File: src/rtl/writeback_unit.sv
// writeback_unit: register-file write-port producer.
// Arbitrates ALU and load results (load preferred, ALU guaranteed a slot
// every third contended cycle), extends load data, registers the write one
// cycle later, and tracks pending destinations for decode's hazard check.
//
// Handshake: a source's result is taken on a rising edge when its valid and
// ready are both high. Ready is combinational from the valids and the
// starvation counter; the winner always gets ready=1 because the write port
// never stalls. Data/rd presented while valid is low are ignored.
module writeback_unit #(
  parameter int BUS_DATA_WIDTH = 64
) (
  input  logic                      clk,
  input  logic                      reset,
  input  logic                      issue_valid,
  input  logic [4:0]                issue_rd,
  input  logic                      alu_valid,
  input  logic [4:0]                alu_rd,
  input  logic [BUS_DATA_WIDTH-1:0] alu_result,
  output logic                      alu_ready,
  input  logic                      ld_valid,
  input  logic [4:0]                ld_rd,
  input  logic [BUS_DATA_WIDTH-1:0] ld_data,
  input  logic [1:0]                ld_size,
  input  logic                      ld_unsigned,
  output logic                      ld_ready,
  output logic                      write_en,
  output logic [4:0]                addressC,
  output logic [BUS_DATA_WIDTH-1:0] writeBack,
  output logic [31:0]               busy
);

  localparam int W = BUS_DATA_WIDTH;

  // Counts consecutive contended cycles the load has won; at 2 the ALU wins.
  logic [1:0]   r_starve;
  logic         r_write_en;
  logic [4:0]   r_address;
  logic [W-1:0] r_write_data;
  logic [31:0]  r_busy;

  logic         w_alu_acc;
  logic         w_ld_acc;
  logic         w_acc;
  logic [4:0]   w_sel_rd;
  logic [W-1:0] w_sel_data;
  logic [W-1:0] w_ld_ext;
  logic         w_do_write;
  logic [31:0]  w_set_mask;
  logic [31:0]  w_clr_mask;

  // Grant selection: single requester wins outright; under contention the
  // load wins until the counter reaches 2, then the ALU gets one slot.
  always_comb begin
    alu_ready = 1'b0;
    ld_ready  = 1'b0;
    if (!reset) begin
      if (alu_valid && ld_valid) begin
        if (r_starve == 2'd2) alu_ready = 1'b1;
        else                  ld_ready  = 1'b1;
      end else begin
        alu_ready = alu_valid;
        ld_ready  = ld_valid;
      end
    end
  end

  assign w_alu_acc = alu_valid && alu_ready;
  assign w_ld_acc  = ld_valid && ld_ready;
  assign w_acc     = w_alu_acc || w_ld_acc;

  // Load extension: pick the low 8/16/32/64 bits, then zero/sign extend.
  always_comb begin
    w_ld_ext = ld_data;
    case (ld_size)
      2'd0: w_ld_ext = ld_unsigned ? {{(W-8){1'b0}}, ld_data[7:0]}
                                   : {{(W-8){ld_data[7]}}, ld_data[7:0]};
      2'd1: w_ld_ext = ld_unsigned ? {{(W-16){1'b0}}, ld_data[15:0]}
                                   : {{(W-16){ld_data[15]}}, ld_data[15:0]};
      2'd2: w_ld_ext = ld_unsigned ? {{(W-32){1'b0}}, ld_data[31:0]}
                                   : {{(W-32){ld_data[31]}}, ld_data[31:0]};
      default: w_ld_ext = ld_data;
    endcase
  end

  // Mux the accepted result; only one source can be accepted per cycle.
  always_comb begin
    w_sel_rd   = 5'd0;
    w_sel_data = '0;
    if (w_alu_acc) begin
      w_sel_rd   = alu_rd;
      w_sel_data = alu_result;
    end else if (w_ld_acc) begin
      w_sel_rd   = ld_rd;
      w_sel_data = w_ld_ext;
    end
  end

  // Writes to x0 are consumed but never reach the register file.
  assign w_do_write = w_acc && (w_sel_rd != 5'd0);

  // Scoreboard masks: set from issue, clear from accepted result; set wins.
  always_comb begin
    w_set_mask = 32'd0;
    w_clr_mask = 32'd0;
    if (issue_valid && issue_rd != 5'd0) w_set_mask[issue_rd] = 1'b1;
    if (w_do_write)                      w_clr_mask[w_sel_rd] = 1'b1;
  end

  // Starvation counter: counts only contended load wins, otherwise clears.
  always_ff @(posedge clk or posedge reset) begin
    if (reset) begin
      r_starve <= 2'd0;
    end else if (alu_valid && ld_valid && w_ld_acc) begin
      r_starve <= r_starve + 2'd1;
    end else begin
      r_starve <= 2'd0;
    end
  end

  // Registered write port: one-cycle strobe, address/data hold otherwise.
  always_ff @(posedge clk or posedge reset) begin
    if (reset) begin
      r_write_en   <= 1'b0;
      r_address    <= 5'd0;
      r_write_data <= '0;
    end else begin
      r_write_en <= w_do_write;
      if (w_do_write) begin
        r_address    <= w_sel_rd;
        r_write_data <= w_sel_data;
      end
    end
  end

  // Pending-destination bits; bit 0 is forced low by construction of masks.
  always_ff @(posedge clk or posedge reset) begin
    if (reset) begin
      r_busy <= 32'd0;
    end else begin
      r_busy <= ((r_busy & ~w_clr_mask) | w_set_mask) & 32'hFFFF_FFFE;
    end
  end

  assign write_en  = r_write_en;
  assign addressC  = r_address;
  assign writeBack = r_write_data;
  assign busy      = r_busy;

endmodule

File: config.mk
export PLATFORM = sky130hd
export DESIGN_NAME = writeback_unit
export DESIGN_NICKNAME = d
export VERILOG_FILES = /design/src/rtl/writeback_unit.sv
export SDC_FILE = /design/constraint.sdc
export NUM_CORES = 1
export LEC_CHECK = 0
export ABC_AREA = 1
export BUFFER_PORTS_ARGS = -buffer_cell sky130_fd_sc_hd__buf_2
export CAP_MARGIN = 0
export CORE_UTILIZATION = 52
export DETAILED_ROUTE_END_ITERATION = 8
export PLACE_DENSITY = 0.9
export SETUP_SLACK_MARGIN = 0.1
export SLEW_MARGIN = 10
export SYNTH_ARGS = -nofsm -noshare
export SYNTH_HDL_FRONTEND = slang
export SYNTH_SLANG_ARGS = --single-unit
File: constraint.sdc
create_clock -name clk -period 7.3 [get_ports clk]
set_input_delay 0.73 -clock clk [delete_from_list [all_inputs] [get_ports clk]]
set_output_delay 0.73 -clock clk [all_outputs]
set_load 0.05 [all_outputs]
* Word-level counts from Yosys, hierarchy flattened
Cells that the tools add are included.
Word-level totals: bits in registers 103, input port bits 151, output and inout port bits 104, logic and storage cells 49
Operators by class: add/subtract/negate cells 1, $lt $le $gt $ge 4, equal/unequal tests 3, muxes and demuxes 21, bitwise gates (word level) 3, reduce and logical (&&, ||, !) cells 12
Operator list (number):
- $mux W64 | 5
- $pmux W64 S3 | 1
- $mux W32 | 2
- $and A32 B32 Y32 | 1
- $not A32 Y32 | 1
- $or A32 B32 Y32 | 1
- $lt A5 B6 Y1 const B | 2
- $demux W1 S5 | 2
- $ge A5 B1 Y1 const B | 2
- $mux W5 | 2
- $reduce_bool A5 Y1 | 2
- $logic_and A1 B1 Y1 | 8
- $mux W1 | 8
- $eq A2 B2 Y1 const B | 2
- $add A2 B1 Y2 const B | 1
- $eq A2 B1 Y1 const B | 1
- $logic_not A2 Y1 | 1
- $mux W2 | 1
- $logic_or A1 B1 Y1 | 1

* Logic depth before layout (Yosys ltp)
word-level depth 15, gate-level depth with buffers 14, depth with buffers taken out 12

* Least setup slack after synthesis
No wires, ideal clock.
path kind input to output, start point in reset, end point out alu_ready, data arrival time 2.923 ns, data required time 6.570 ns, slack 3.647 ns, stages on the path 6, path buffers 3, cell sequence clkinv_2 nand2_2 nor2_8 buf_6 buf_4 buf_2
Between the ends: word-level cells in the longest chain between the ends 1
Ends and longest elaborated chain:
- start: declaration | RTL line 14 | input logic reset,
- $mux W1 | RTL line 57 | if (!reset) begin
- end: declaration | RTL line 20 | output logic alu_ready,
No other way between the ends.

* Worst setup path in the final report
start point in reset, end point reg r_write_data[55] (netlist: writeBack[55])
Between the ends: word-level cells in the longest chain between the ends 6, elaborated cells on any way between the ends 11, classes of those cells mux: 6; reduce/logical: 5
Ends and longest elaborated chain:
- $mux W1 | RTL line 57
- $logic_and A1 B1 Y1 | RTL line 69 | assign w_ld_acc = ld_valid && ld_ready;
- $mux W5 | RTL line 93 | end else if (w_ld_acc) begin
- $mux W5 | RTL line 90 | if (w_alu_acc) begin
- $reduce_bool A5 Y1 | RTL line 100 | assign w_do_write = w_acc && (w_sel_rd != 5'd0);
- $logic_and A1 B1 Y1 | RTL line 100
- end signal: assignment | RTL line 131 | r_write_data <= w_sel_data;
- end: declaration | RTL line 39 | logic [W-1:0] r_write_data;
Several ways; a longest one is shown, not always the timed one. A chain may end at the register's enable or synchronous reset.

==> impl_summary.md <==
STA
The count of pins over their slew limit is 0. The number of hold-slack violations in the final timing report is 0. Timing would allow up to around 230 MHz. The worst path needs 4.28 ns of the cycle, external delays included. Setup repair after global routing left no endpoint under its margin.

The slew at the pin with the worst max-slew slack is 1.12 ns. The worst-case headroom to the max-slew limit is 0.252. Dividing the final minimum period by the clock period gives 0.587.

The setup total negative slack is 0 ns. The post-layout worst setup margin is 3.02 ns. Across the routed clock network, the largest skew measured is 0.00854 ns.

Setup violations remaining at the end of the flow were counted as 0. The minimum hold slack is 0.437 ns.

Detailed routing
The routed length per placed instance is 14.6 microns. The overall routed net length is 17300 microns. The routed layout has 6221 vias.

The count of nets left with antenna violations once routing finished came out at 0. The detailed-router iteration count before antenna repair is 5. After detailed routing, the number of remaining DRC violations is 0. Using the TritonRoute via totals, the vias-per-cell ratio works out to 5.23.

The detailed router finished its first iteration with 413 violations.

Worst setup path
Along the worst path, the maximum fanout reaches 78. The startpoint class of the critical path is an input pin. The worst setup path is of the in2reg kind.

The critical path capture point type is a register. At the worst endpoint, the required time is 7.55 ns. The data arrival at the endpoint of the critical path is 4.53 ns.

Logic synthesis
The number of warnings printed during yosys synthesis is 0. Yosys mapped a number of flops with a built-in enable equal to 0. Yosys attributes the largest share of cell area to dfrtp_1 (44%), nand2_1 (23%), nand3_1 (7.3%). The cell count after synthesis came out at 826. The post-synthesis sequential area ratio is 0.442. The synthesized net count is 979. The dominant cell type by area after synthesis is dfrtp_1.

The unique cell type count in the Yosys netlist is 27. The synthesized flop and latch total is slightly above 100. The most used flip-flop cell after synthesis is dfrtp_1. The area share of the leading cell type in the synthesized netlist is 0.442. The mean post-synth cell area is 7.06 sq um. The share of async-settable or async-resettable flops after synthesis is 1.00. In this run the cell area of the synthesized design comes to 5830 sq um.

Status
The run finished with clean final reports.

Cells and area
The number of fill cells in the layout is 972. In the layout the commonest cells are nand2_1 (362), buf_2 (253), dfrtp_1 (103), nand3_1 (85), nor2_1 (81). At the end of the flow the core is filled with cells to 0.658.

In the final design database the tool counted 1198 nets. The total non-filler cell area in the finished layout is approximately 7000 sq um. The library cell used most frequently in the layout, excluding fill and tap cells, is nand2_1. Excluding fillers, the count of instances in the completed layout stands at 1190. The signed area change from the synthesized netlist to the final layout is 22.8%.

The repair_antennas step left the layout with diodes totalling 0. The fraction of layout cells with a size suffix above 1 is 0.276.

Clock network
No sink is reached through more buffers than the 2 on the longest clock path. The clock net in this run drives a total of about 100 sinks. The buffer type at the clock tree root is clkbuf_8. The number of hold buffers added after cts is 0.

Once the clock tree was built, the setup fixing pass inserted 0 buffers. At the later pin of the worst-skew pair, clock insertion delay measures approximately 0.36 ns. Clock-pin slew was measured on the worst setup and hold paths at 0.10 ns.

The count of cells resized by post-cts repair is 0. The number of H-tree branching levels is 3. TritonCTS built the clock tree. In this run, CTS created clock tree buffers numbering 9.

Die
The starting density of the core is 0.536. In this run the horizontal extent of the chip is approximately 110 microns. From bottom edge to top edge, the die measures 108 microns. The floorplan has 38 rows. During I/O placement, the number of pins put on the boundary was 255. The die footprint is around 12000 sq um. The area inside the core boundary is 10900 sq um.

Pwr
Dividing total power by cell area gives a power density of 235 nW/um^2. IR analysis of the VDD net gives a maximum drop of just under 200 uV. In this run the static leakage power is 4.35 nW. After layout, the design draws a total of 1.69 mW.

Worst hold path
The min-delay analysis places its worst path in the category reg2reg.

Placement
The detailed placement HPWL is approximately 12000 microns. Prior to clock tree synthesis, the placed netlist has a worst setup slack of 2.59 ns. The routability-driven placement congestion ratio is approximately 0.87. Once placement completed, the tool counted placed cells totaling around 1200. The placed standard-cell area is 6990 sq um.

The number of I/O port buffers is around 250.

Run
Max-cap violations in this run came to 0.

Global routing
The total overflow left after global routing is 0. The via count of the first global-routing pass is approximately 5700. Entering global routing, the biggest net connects approximately 80 pins. The initial antenna violation count is 1. The global-route wire length before repair is approximately 27000 microns.

For this run, the total global-route usage over all layers was measured as 0.300.
## state kept, by name (all words and copies together) (netlist names)
signal	cells
busy	31
addressC	5
writeBack	64
write_en	1
r_starve	2
## Yosys cell counts (2+ instances only)
cell type,n
nand2_1,363
dfrtp_1,103
nand3_1,85
nor2_1,81
inv_1,33
o21ai_0,29
a21oi_1,24
buf_2,19
buf_6,15
clkbuf_1,13
nand4_1,9
a21o_1,8
a22o_1,8
o21bai_1,8
nand2_2,5
buf_4,3
nor3_1,3
nor4_1,3
o21ai_2,3
ha_1,2
nor2_2,2
nor2_4,2
## final cells by class
cell class,count,area [sq um],area share
clock buffers,10,128,0.0178
multi-input cells,638,2800,0.390
repair buffers,258,1300,0.182
clock inverters,6,52.6,0.00733
inverters,35,134,0.0187
well taps,140,175,0.0244
flip-flops and latches,103,2580,0.360
## path summary, 6_finish.rpt
| check | start | end | slack [ns] | depth (start not counted) |
|---|---|---|---|---|
| setup / recovery | reset | writeBack[55] | 3.02 | 13 |
| min in group asynchronous | reset | writeBack[36] | 0.51 | 2 |
| max in group asynchronous | reset | writeBack[54] | 5.67 | 3 |
| hold reg to reg | r_starve[0] | r_starve[0] | 0.44 | 1 |
| hold / removal | r_starve[0] | r_starve[0] | 0.44 | 1 |
| setup reg to reg | r_starve[0] | writeBack[55] | 3.56 | 13 |
## logic make-up (layout without fill, tap and decap cells)
logic type | Yosys count | count (layout) | share of synthesized area
buffers and inverters | 85 | 309 | 0.0802
adders and majority gates | 2 | 2 | 0.00429
AOI/OAI and AO/OA | 80 | 80 | 0.0826
DFF | 103 | 103 | 0.442
other | 1 | 1 | 0.000643
and+or+nand+nor | 555 | 555 | 0.391
## critical path, cell delays in order
cell     delay [ns]
buf_2          0.12
inv_4          0.52
nand2_2        0.19
nor2_8         0.83
nand2_1        0.15
nand2_2        0.15
nand2_1        0.09
nor2_4         0.07
buf_4          0.58
nand2_2        0.45
buf_4          0.41
nand2_1        0.13
nand2_1        0.05
## power by group
group / internal, mW / switching (mW)
Combinational: 0.148 / 0.503
Sequential: 0.650 / 0.0503
Clock: 0.130 / 0.206
## layer usage
| metal | up-vias | wire [microns] | part of all wire | global-route usage |
|---|---|---|---|---|
| met4 | 2 | 480 | 0.028 | 0.106 |
| met3 | 43 | 1350 | 0.078 | 0.0690 |
| met5 | - | 10 | 0.00058 | 0 |
| met1 | 2814 | 6990 | 0.40 | 0.368 |
| li1 | 3050 | - | - | - |
| met2 | 312 | 8510 | 0.49 | 0.519 |
No activity file was read; power rests on OpenSTA's default activity.
